`src/rtl/ex_operand_stage_pkg.sv`:
```
// Shared ALU codes, operand-select constants
// and the ID/EX bundle for the RV32I core.
package ex_operand_stage_pkg;

  localparam int XLEN = 32;
  localparam int RA_W = 5;

  localparam logic [3:0] ALU_ADD  = 4'd0;
  localparam logic [3:0] ALU_SUB  = 4'd1;
  localparam logic [3:0] ALU_SLL  = 4'd2;
  localparam logic [3:0] ALU_SLT  = 4'd3;
  localparam logic [3:0] ALU_SLTU = 4'd4;
  localparam logic [3:0] ALU_XOR  = 4'd5;
  localparam logic [3:0] ALU_SRL  = 4'd6;
  localparam logic [3:0] ALU_SRA  = 4'd7;
  localparam logic [3:0] ALU_OR   = 4'd8;
  localparam logic [3:0] ALU_AND  = 4'd9;

  localparam logic OP1_RS1 = 1'b0;
  localparam logic OP1_PC  = 1'b1;
  localparam logic OP2_RS2 = 1'b0;
  localparam logic OP2_IMM = 1'b1;

  typedef struct packed {
    logic            valid;
    logic [XLEN-1:0] pc;
    logic [RA_W-1:0] rs1_addr;
    logic [RA_W-1:0] rs2_addr;
    logic [XLEN-1:0] rs1_data;
    logic [XLEN-1:0] rs2_data;
    logic [XLEN-1:0] imm;
    logic [RA_W-1:0] rd;
    logic            reg_write;
    logic            op1_src;
    logic            op2_src;
    logic [3:0]      alu_func;
  } id_ex_t;

endpackage

```
`src/rtl/ex_operand_stage_if.sv`:
```
// ID fields, MEM/WB forwarding triplets and
// EX-side ALU operand outputs.
interface ex_operand_stage_if;
  import ex_operand_stage_pkg::*;

  logic            id_valid;
  logic [XLEN-1:0] id_pc;
  logic [RA_W-1:0] id_rs1_addr;
  logic [RA_W-1:0] id_rs2_addr;
  logic [XLEN-1:0] id_rs1_data;
  logic [XLEN-1:0] id_rs2_data;
  logic [XLEN-1:0] id_imm;
  logic [RA_W-1:0] id_rd;
  logic            id_reg_write;
  logic            id_op1_src;
  logic            id_op2_src;
  logic [3:0]      id_alu_func;

  logic            mem_fwd_we;
  logic [RA_W-1:0] mem_fwd_rd;
  logic [XLEN-1:0] mem_fwd_data;
  logic            wb_fwd_we;
  logic [RA_W-1:0] wb_fwd_rd;
  logic [XLEN-1:0] wb_fwd_data;

  logic            ex_valid;
  logic [XLEN-1:0] ex_op1;
  logic [XLEN-1:0] ex_op2;
  logic [3:0]      ex_alu_func;
  logic [RA_W-1:0] ex_rd;
  logic            ex_reg_write;
  logic [XLEN-1:0] ex_store_data;
  logic [XLEN-1:0] ex_pc;

  modport master (
    output id_valid, id_pc,
    output id_rs1_addr, id_rs2_addr,
    output id_rs1_data, id_rs2_data,
    output id_imm, id_rd, id_reg_write,
    output id_op1_src, id_op2_src,
    output id_alu_func,
    output mem_fwd_we, mem_fwd_rd,
    output mem_fwd_data,
    output wb_fwd_we, wb_fwd_rd,
    output wb_fwd_data,
    input  ex_valid, ex_op1, ex_op2,
    input  ex_alu_func, ex_rd,
    input  ex_reg_write,
    input  ex_store_data, ex_pc
  );

  modport slave (
    input  id_valid, id_pc,
    input  id_rs1_addr, id_rs2_addr,
    input  id_rs1_data, id_rs2_data,
    input  id_imm, id_rd, id_reg_write,
    input  id_op1_src, id_op2_src,
    input  id_alu_func,
    input  mem_fwd_we, mem_fwd_rd,
    input  mem_fwd_data,
    input  wb_fwd_we, wb_fwd_rd,
    input  wb_fwd_data,
    output ex_valid, ex_op1, ex_op2,
    output ex_alu_func, ex_rd,
    output ex_reg_write,
    output ex_store_data, ex_pc
  );

endinterface

```
`src/rtl/ex_operand_stage_fwd_mux.sv`:
```
// Per-source forwarding select: MEM beats WB,
// x0 is never forwarded.
module ex_operand_stage_fwd_mux
  import ex_operand_stage_pkg::*;
(
  input  logic [RA_W-1:0] addr,
  input  logic [XLEN-1:0] stored,
  input  logic            mem_we,
  input  logic [RA_W-1:0] mem_rd,
  input  logic [XLEN-1:0] mem_data,
  input  logic            wb_we,
  input  logic [RA_W-1:0] wb_rd,
  input  logic [XLEN-1:0] wb_data,
  output logic [XLEN-1:0] value,
  output logic            hit
);

  logic nz;
  logic mem_hit;
  logic wb_hit;

  assign nz      = (addr != '0);
  assign mem_hit = nz && mem_we
                && (mem_rd == addr);
  // WB is masked by MEM so the arms stay exclusive
  assign wb_hit  = nz && wb_we
                && (wb_rd == addr)
                && !mem_hit;

  always_comb begin
    value = stored;
    hit   = 1'b0;
    unique case (1'b1)
      mem_hit: begin
        value = mem_data;
        hit   = 1'b1;
      end
      wb_hit: begin
        value = wb_data;
        hit   = 1'b1;
      end
      default: ;
    endcase
  end

endmodule

```
`src/rtl/ex_operand_stage.sv`:
```
// ID/EX register with stall/flush and
// forwarded ALU operand selection.
module ex_operand_stage
  import ex_operand_stage_pkg::*;
(
  input  logic clk,
  input  logic rst_n,
  input  logic stall,
  input  logic flush,
  ex_operand_stage_if.slave bus
);

  id_ex_t          q;
  id_ex_t          d;
  logic [XLEN-1:0] fwd_rs1;
  logic [XLEN-1:0] fwd_rs2;
  logic            hit_rs1;
  logic            hit_rs2;

  always_comb begin
    d           = '0;
    d.valid     = 1'b1;
    d.pc        = bus.id_pc;
    d.rs1_addr  = bus.id_rs1_addr;
    d.rs2_addr  = bus.id_rs2_addr;
    d.rs1_data  = bus.id_rs1_data;
    d.rs2_data  = bus.id_rs2_data;
    d.imm       = bus.id_imm;
    d.rd        = bus.id_rd;
    d.reg_write = bus.id_reg_write;
    d.op1_src   = bus.id_op1_src;
    d.op2_src   = bus.id_op2_src;
    d.alu_func  = bus.id_alu_func;
  end

  // Stalls refresh stored operands so a
  // retiring WB result is not lost.
  always_ff @(posedge clk or negedge rst_n) begin
    if (!rst_n) begin
      q <= '0;
    end else if (flush) begin
      q <= '0;
    end else if (stall) begin
      if (hit_rs1) q.rs1_data <= fwd_rs1;
      if (hit_rs2) q.rs2_data <= fwd_rs2;
    end else if (bus.id_valid) begin
      q <= d;
    end else begin
      q <= '0;
    end
  end

  ex_operand_stage_fwd_mux u_fwd_rs1 (
    .addr     (q.rs1_addr),
    .stored   (q.rs1_data),
    .mem_we   (bus.mem_fwd_we),
    .mem_rd   (bus.mem_fwd_rd),
    .mem_data (bus.mem_fwd_data),
    .wb_we    (bus.wb_fwd_we),
    .wb_rd    (bus.wb_fwd_rd),
    .wb_data  (bus.wb_fwd_data),
    .value    (fwd_rs1),
    .hit      (hit_rs1)
  );

  ex_operand_stage_fwd_mux u_fwd_rs2 (
    .addr     (q.rs2_addr),
    .stored   (q.rs2_data),
    .mem_we   (bus.mem_fwd_we),
    .mem_rd   (bus.mem_fwd_rd),
    .mem_data (bus.mem_fwd_data),
    .wb_we    (bus.wb_fwd_we),
    .wb_rd    (bus.wb_fwd_rd),
    .wb_data  (bus.wb_fwd_data),
    .value    (fwd_rs2),
    .hit      (hit_rs2)
  );

  assign bus.ex_valid      = q.valid;
  assign bus.ex_op1        = (q.op1_src == OP1_PC)
                           ? q.pc : fwd_rs1;
  assign bus.ex_op2        = (q.op2_src == OP2_IMM)
                           ? q.imm : fwd_rs2;
  assign bus.ex_alu_func   = q.alu_func;
  assign bus.ex_rd         = q.rd;
  assign bus.ex_reg_write  = q.reg_write
                           & q.valid;
  assign bus.ex_store_data = fwd_rs2;
  assign bus.ex_pc         = q.pc;

endmodule

```
`src/flat_wrapper.sv`:
```
// flat-port wrapper written by rule: the top's interface ports become plain ports
module ex_operand_stage_flat import ex_operand_stage_pkg::*;
  (clk, rst_n, stall, flush, bus_id_valid, bus_id_pc, bus_id_rs1_addr, bus_id_rs2_addr, bus_id_rs1_data, bus_id_rs2_data, bus_id_imm, bus_id_rd, bus_id_reg_write, bus_id_op1_src, bus_id_op2_src, bus_id_alu_func, bus_mem_fwd_we, bus_mem_fwd_rd, bus_mem_fwd_data, bus_wb_fwd_we, bus_wb_fwd_rd, bus_wb_fwd_data, bus_ex_valid, bus_ex_op1, bus_ex_op2, bus_ex_alu_func, bus_ex_rd, bus_ex_reg_write, bus_ex_store_data, bus_ex_pc);
  ex_operand_stage_if bus_i ();
  input  logic clk;
  input  logic rst_n;
  input  logic stall;
  input  logic flush;
  input wire logic [$bits(bus_i.id_valid)-1:0] bus_id_valid;
  input wire logic [$bits(bus_i.id_pc)-1:0] bus_id_pc;
  input wire logic [$bits(bus_i.id_rs1_addr)-1:0] bus_id_rs1_addr;
  input wire logic [$bits(bus_i.id_rs2_addr)-1:0] bus_id_rs2_addr;
  input wire logic [$bits(bus_i.id_rs1_data)-1:0] bus_id_rs1_data;
  input wire logic [$bits(bus_i.id_rs2_data)-1:0] bus_id_rs2_data;
  input wire logic [$bits(bus_i.id_imm)-1:0] bus_id_imm;
  input wire logic [$bits(bus_i.id_rd)-1:0] bus_id_rd;
  input wire logic [$bits(bus_i.id_reg_write)-1:0] bus_id_reg_write;
  input wire logic [$bits(bus_i.id_op1_src)-1:0] bus_id_op1_src;
  input wire logic [$bits(bus_i.id_op2_src)-1:0] bus_id_op2_src;
  input wire logic [$bits(bus_i.id_alu_func)-1:0] bus_id_alu_func;
  input wire logic [$bits(bus_i.mem_fwd_we)-1:0] bus_mem_fwd_we;
  input wire logic [$bits(bus_i.mem_fwd_rd)-1:0] bus_mem_fwd_rd;
  input wire logic [$bits(bus_i.mem_fwd_data)-1:0] bus_mem_fwd_data;
  input wire logic [$bits(bus_i.wb_fwd_we)-1:0] bus_wb_fwd_we;
  input wire logic [$bits(bus_i.wb_fwd_rd)-1:0] bus_wb_fwd_rd;
  input wire logic [$bits(bus_i.wb_fwd_data)-1:0] bus_wb_fwd_data;
  output wire logic [$bits(bus_i.ex_valid)-1:0] bus_ex_valid;
  output wire logic [$bits(bus_i.ex_op1)-1:0] bus_ex_op1;
  output wire logic [$bits(bus_i.ex_op2)-1:0] bus_ex_op2;
  output wire logic [$bits(bus_i.ex_alu_func)-1:0] bus_ex_alu_func;
  output wire logic [$bits(bus_i.ex_rd)-1:0] bus_ex_rd;
  output wire logic [$bits(bus_i.ex_reg_write)-1:0] bus_ex_reg_write;
  output wire logic [$bits(bus_i.ex_store_data)-1:0] bus_ex_store_data;
  output wire logic [$bits(bus_i.ex_pc)-1:0] bus_ex_pc;
  assign bus_i.id_valid = bus_id_valid;
  assign bus_i.id_pc = bus_id_pc;
  assign bus_i.id_rs1_addr = bus_id_rs1_addr;
  assign bus_i.id_rs2_addr = bus_id_rs2_addr;
  assign bus_i.id_rs1_data = bus_id_rs1_data;
  assign bus_i.id_rs2_data = bus_id_rs2_data;
  assign bus_i.id_imm = bus_id_imm;
  assign bus_i.id_rd = bus_id_rd;
  assign bus_i.id_reg_write = bus_id_reg_write;
  assign bus_i.id_op1_src = bus_id_op1_src;
  assign bus_i.id_op2_src = bus_id_op2_src;
  assign bus_i.id_alu_func = bus_id_alu_func;
  assign bus_i.mem_fwd_we = bus_mem_fwd_we;
  assign bus_i.mem_fwd_rd = bus_mem_fwd_rd;
  assign bus_i.mem_fwd_data = bus_mem_fwd_data;
  assign bus_i.wb_fwd_we = bus_wb_fwd_we;
  assign bus_i.wb_fwd_rd = bus_wb_fwd_rd;
  assign bus_i.wb_fwd_data = bus_wb_fwd_data;
  assign bus_ex_valid = bus_i.ex_valid;
  assign bus_ex_op1 = bus_i.ex_op1;
  assign bus_ex_op2 = bus_i.ex_op2;
  assign bus_ex_alu_func = bus_i.ex_alu_func;
  assign bus_ex_rd = bus_i.ex_rd;
  assign bus_ex_reg_write = bus_i.ex_reg_write;
  assign bus_ex_store_data = bus_i.ex_store_data;
  assign bus_ex_pc = bus_i.ex_pc;
  ex_operand_stage u_core (.clk(clk), .rst_n(rst_n), .stall(stall), .flush(flush), .bus(bus_i));
endmodule
```
`config.mk`:
```
export PLATFORM = sky130hd
export DESIGN_NAME = ex_operand_stage_flat
export DESIGN_NICKNAME = d
export VERILOG_FILES = /design/src/rtl/ex_operand_stage_pkg.sv /design/src/rtl/ex_operand_stage_if.sv /design/src/rtl/ex_operand_stage_fwd_mux.sv /design/src/rtl/ex_operand_stage.sv /design/src/flat_wrapper.sv
export SDC_FILE = /design/constraint.sdc
export NUM_CORES = 1
export LEC_CHECK = 0
export CAP_MARGIN = 10
export CORE_AREA = 2 2 146 148
export DETAILED_ROUTE_END_ITERATION = 12
export DIE_AREA = 0 0 148 150
export DONT_BUFFER_PORTS = 1
export PLACE_DENSITY = 0.7
export REMOVE_ABC_BUFFERS = 1
export SYNTH_ARGS = -nofsm -noshare
export SYNTH_HDL_FRONTEND = slang
export SYNTH_SLANG_ARGS = --single-unit
```
`constraint.sdc`:
```
create_clock -name clk -period 3.2 [get_ports clk]
set_input_delay 0.64 -clock clk [delete_from_list [all_inputs] [get_ports clk]]
set_output_delay 0.64 -clock clk [all_outputs]
set_load 0.05 [all_outputs]
```
* After elaboration in Yosys (flattened, before gate mapping) *
Cells that the tools add are included.

storage, ports and cells
  register bits after elaboration = 151
  logic and storage cells = 49
  bits of input ports = 231
  output and inout port bits = 139

operators by class
  equality and inequality tests = 7
  bitwise operators = 1
  multiplexer cells = 13
  reductions and logical operators = 16

operator list
  cell                                                             number
  151-bit 2-to-1 mux                                               2
  32-bit 2-to-1 mux                                                4
  32-bit one-hot mux with 2 select lines                           2
  64-bit 2-to-1 mux                                                1
  44-bit 2-to-1 mux                                                1
  43-bit 2-to-1 mux                                                1
  5-bit equality test                                              4
  1-bit logical AND                                                10
  5-bit nonzero test                                               2
  3-bit by 1-bit != test with 1-bit output, second input constant  2
  2-bit OR reduction                                               2
  1-bit logical NOT                                                2
  1-bit 2-to-1 mux                                                 2
  2-bit by 1-bit != test with 1-bit output, second input constant  1
  1-bit bitwise AND                                                1

* Logic depth before layout (Yosys ltp) *
  depth in word-level cells = 10
  gate-level depth with buffers = 8
  gate-level depth less buffers = 5

* Cells and area by module *
A second synthesis with hierarchy kept.

unflattened totals
  cells, all modules = 864
  area total of the unflattened synthesis = 8957.3 um2

by module, submodules not included
  module                    instances  sequential area each (um2)  area an instance (um2)  cells an instance
  ex_operand_stage          1          3778.6                      7023.0                  524
  ex_operand_stage_fwd_mux  2          0.0                         967.2                   170

* Worst setup path before layout *
Ideal clock, no wire load.

  path type = input-to-output
  from = input bus_wb_fwd_rd[4]
  to = output bus_ex_op2[24]
  buffers on the path = 1
  arrival time = 3047 ps
  cell stages on the path = 6
  slack = -487 ps
  data required time = 2560 ps
  cell sequence = xor2_1 > nor4b_2 > clkbuf_1 > nand3_1 > a31oi_1 > mux2_1

between the ends
  word-level cells in the longest chain between the ends = 5

ends and longest elaborated chain
  item                                    line                            text
  start, declared                         flat_wrapper.sv:25              input wire logic [$bits(bus_i.wb_fwd_rd)-1:0] bus_wb_fwd_rd;
  5-bit equality test                     ex_operand_stage_fwd_mux.sv:27  && (wb_rd == addr)
  1-bit logical AND                       ex_operand_stage_fwd_mux.sv:27
  1-bit logical AND                       ex_operand_stage_fwd_mux.sv:28  && !mem_hit;
  32-bit one-hot mux with 2 select lines  ex_operand_stage_fwd_mux.sv:33  unique case (1'b1)
  named net bus_ex_store_data[24]         flat_wrapper.sv:33              output wire logic [$bits(bus_i.ex_store_data)-1:0] bus_ex_store_data;
  32-bit 2-to-1 mux                       ex_operand_stage.sv:83          ? q.imm : fwd_rs2;
  end, declared                           flat_wrapper.sv:29              output wire logic [$bits(bus_i.ex_op2)-1:0] bus_ex_op2;

The timed path passes the listed nets, and every way through them passes these cells.

* Worst setup path after layout *
  from = register u_core.q[109] (netlist bit)
  to = output bus_ex_op2[9]

between the ends
  word-level cells in the longest chain between the ends = 7
  elaborated cells on any way between the ends = 11
  classes of those cells = 2 x eq/ne; 2 x mux; 7 x reduce/logical

ends and longest elaborated chain
  item                                      line                            text
  start, declared                           ex_operand_stage.sv:13          id_ex_t q;
  5-bit nonzero test                        ex_operand_stage_fwd_mux.sv:22  assign nz = (addr != '0);
  1-bit logical AND                         ex_operand_stage_fwd_mux.sv:23  assign mem_hit = nz && mem_we
  1-bit logical AND                         ex_operand_stage_fwd_mux.sv:24  && (mem_rd == addr);
  1-bit logical NOT                         ex_operand_stage_fwd_mux.sv:28
  1-bit logical AND                         ex_operand_stage_fwd_mux.sv:28
  32-bit one-hot mux with 2 select lines *  ex_operand_stage_fwd_mux.sv:33
  32-bit 2-to-1 mux *                       ex_operand_stage.sv:83

Every way passes the cells marked *; elsewhere a longest branch is shown, timed or not.

==> run_results.csv <==
group,metric,value,unit
power,p_leak,5.20,nW
sta,final-max-slew-violation-count,0,
layout,stdcell_count,1292,
yosys,ys_seq_area_share,41.0,%
layout,post-route-cell-area,12000,µm²
sta,fin_crit,3.40,ns
job,maxCapViolCount,0,
yosys,yosysWarnings,0,
layout,final_util,57.8,%
cts,clk_pin_slew,0.07,ns
layout,drive_gt1_share,29.7,%
place,placed_area,10400,µm²
power,ir_drop,0.308,mV
layout,final_cell_mix,"143 x dfrtp_1, 86 x a22o_1, 74 x buf_4, 64 x nand2_1, 46 x buf_12",
setup_path,timing.critical_path.from_type,"flop",
setup_path,crit_path_end_kind,"primary output",
cts,cts_buffers,17,
power,p_sw,0.00167,W
setup_path,worstPathMaxFanout,10,
sta,worst_slew_pin_slew,0.733,ns
place,dp_cells,1226,
floorplan,num_io_pins,370,
power,p_seq_share,41.3,%
sta,setup_ws,-0.199,ns
setup_path,critical_path_required,2.56,ns
run_status,failed_checks,"negative hold slack, negative setup slack",
layout,final_common_cell,"dfrtp_1",
layout,syn2layout_area_growth,29.9,%
sta,finalHoldViolCount,151,
worst_hold_path,min_path_type,"in2async",
global_route,antenna_found_initial,3,
routing,wl_per_cell,27.6,µm
sta,timing.hold.ws,-0.0963,ns
cts,clock_sinks,151,
floorplan,initial_utilization,44.5,%
place,dp_hpwl,21600,µm
power,p_int,0.00343,W
sta,fmax,294,MHz
setup_path,critPathArrivalTime,2.76,ns
yosys,synth.distinct_cells,44,
routing,detail-route-antenna-nets,0,
yosys,ys.flop_type,"dfrtp_1",
cts,htreeDepth,4,
sta,grt_setup_unrepaired,"yes",
routing,top_layer,"met4",
sta,fin_crit_sh,106,%
yosys,syn_inst,966,
global_route,grt_max_degree,152,
cts,cts_tree,"yes",
cts,clockBufferDepth,2,
cts,clock_latency,0.43,ns
sta,maxSlewHeadroom,51.2,%
floorplan,fp.dieW,148,µm
routing,dr_wl_met2,17500,µm
setup_path,critical_path_class,"reg2out",
power,powerDensity,426,nW/µm²
yosys,ys_seq_elements,151,
yosys,synth-edff-count,0,
yosys,synth_area,9210,µm²
routing,drt-initial-drc-count,792,
routing,totalWireLength,35700,µm
yosys,async_reset_ff_share,100,%
global_route,track_usage,29.5,%
sta,worst_clock_skew,0.00757,ns
routing,drc_errors,0,
routing,dr.pass1.iters,5,
global_route,overflow,0,
global_route,grt_pass1_vias,8947,
floorplan,num_rows,53,
routing,vias,8802,
sta,finalSetupViolCount,49,
place,globalplace.congestion,0.856,
power,combPwrFrac,20.0,%
global_route,grt_pass1_wl,50700,µm
floorplan,die-area,22200,µm²
routing,wl_met1,12900,µm
routing,wl_met3,3690,µm
power,sw_frac_of_total,32.8,%
routing,viasPerCell,6.81,
floorplan,fp.dieH,150,µm
cts,cts_root_buffer,"clkbuf_16",
place,portBuffers,0,
run_status,run_status,"finished with violations",
power,p_clk_share,38.6,%
floorplan,coreArea,20700,µm²
layout,nets,1232,
yosys,synth.avg_cell_area,9.53,µm²
flip-flops by register name, indices dropped and copies added, names as in the netlist:
signal                  count
u_core.q                  109
u_core.bus.ex_valid         1
u_core.bus.ex_pc           32
u_core.bus.ex_rd            5
u_core.bus.ex_alu_func      4
metrics by stage:
stage | power [W] | setup slack, ns | TNS, ns
after floorplan | 0.00267 | -3.17 | -474.64
after global placement | 0.00301 | 0.0703 | 0
after detailed placement | 0.00303 | 0.0507 | 0
after CTS | 0.00500 | -0.178 | -4.81
after global routing | 0.00524 | -0.266 | -10.37
final | 0.00509 | -0.199 | -6.70
logic make-up (layout without fill, tap and decap cells):
family          after synthesis  count (layout)  share of synthesized area [%]
compound gates              380             380                           31.0
simple gates                237             237                           14.1
flops                       151             151                           41.0
buf+inv                     146             194                           8.02
mux                          32              32                           3.91
xor+xnor                     20              20                           1.90
other cells                   0               3                              0
metal layers:
metal  vias up  global-route usage (%)
met5         -                       0
met4         0                    14.9
met3       127                    8.45
met2       611                    49.1
met1      4347                    34.8
li1       3717                       -
cells in the mapped netlist, types with 10 or more instances:
master	number	area [µm²]
a21boi_0	32	240
a21oi_1	32	160
a22o_1	86	753
a311oi_1	32	280
a31oi_1	32	200
and2_1	34	213
and3_1	32	200
buf_1	11	41.3
buf_2	15	75.1
buf_4	45	338
clkbuf_1	70	263
dfrtp_1	151	3780
mux2_2	30	338
nand2_1	64	240
nand3_1	32	160
nand3b_1	32	240
nor3_1	32	160
o21ai_0	54	270
o21ai_1	10	50.1
o21ba_1	31	310
o311ai_0	24	210
o31ai_1	32	240
xnor2_1	10	87.6
xor2_1	10	87.6
layout make-up:
type                            count  area, µm²
Clock buffer                       19        443
Sequential cell                   151       3790
Antenna cell                        3       7.51
Multi-Input combinational cell    669       5200
Clock inverter                     13        114
Inverter                            3       11.3
Fill cell                        1747       8730
Tap cell                          275        344
Timing Repair Buffer              159       2060
critical path, cell delays in order, from the launching register on:
cell,delay (ns)
dfrtp_2,0.44
or4_4,0.61
o211ai_4,0.25
or2_4,0.25
buf_12,0.19
a31oi_2,0.13
mux2_4,0.31
buf_12,0.15
timing repair:
item                                    CTS  global route
pin swaps                                12            10
gates resized for setup                  44           112
cloned                                    2             7
buffers inserted                          4            19
endpoints found under the hold margin   151           151
endpoints found under the setup margin   68            90
power by group through the flow:
stage | clock (W) | combinational, W | sequential [W]
2_1_floorplan | 0 | 0.000542 | 0.00213
3_3_place_gp | 0 | 0.000882 | 0.00213
3_5_place_dp | 0 | 0.000897 | 0.00214
4_1_cts | 0.00198 | 0.000919 | 0.00210
5_1_grt | 0.00206 | 0.00106 | 0.00211
6_report | 0.00197 | 0.00102 | 0.00211
path summary, 6_finish.rpt:
kind,endpoint,cells past startpoint,startpoint,slack (ns)
max reg2reg,u_core.q[66],8,u_core.q[109],0.66
min in group clk,u_core.q[77],1,flush,0.27
min,u_core.q[6],0,rst_n,-0.1
min reg2reg,u_core.q[32],1,u_core.q[32],0.51
max in group asynchronous,u_core.q[63],0,rst_n,3.13
max,bus_ex_op2[9],7,u_core.q[109],-0.20
No activity file was read; power rests on OpenSTA's default activity.
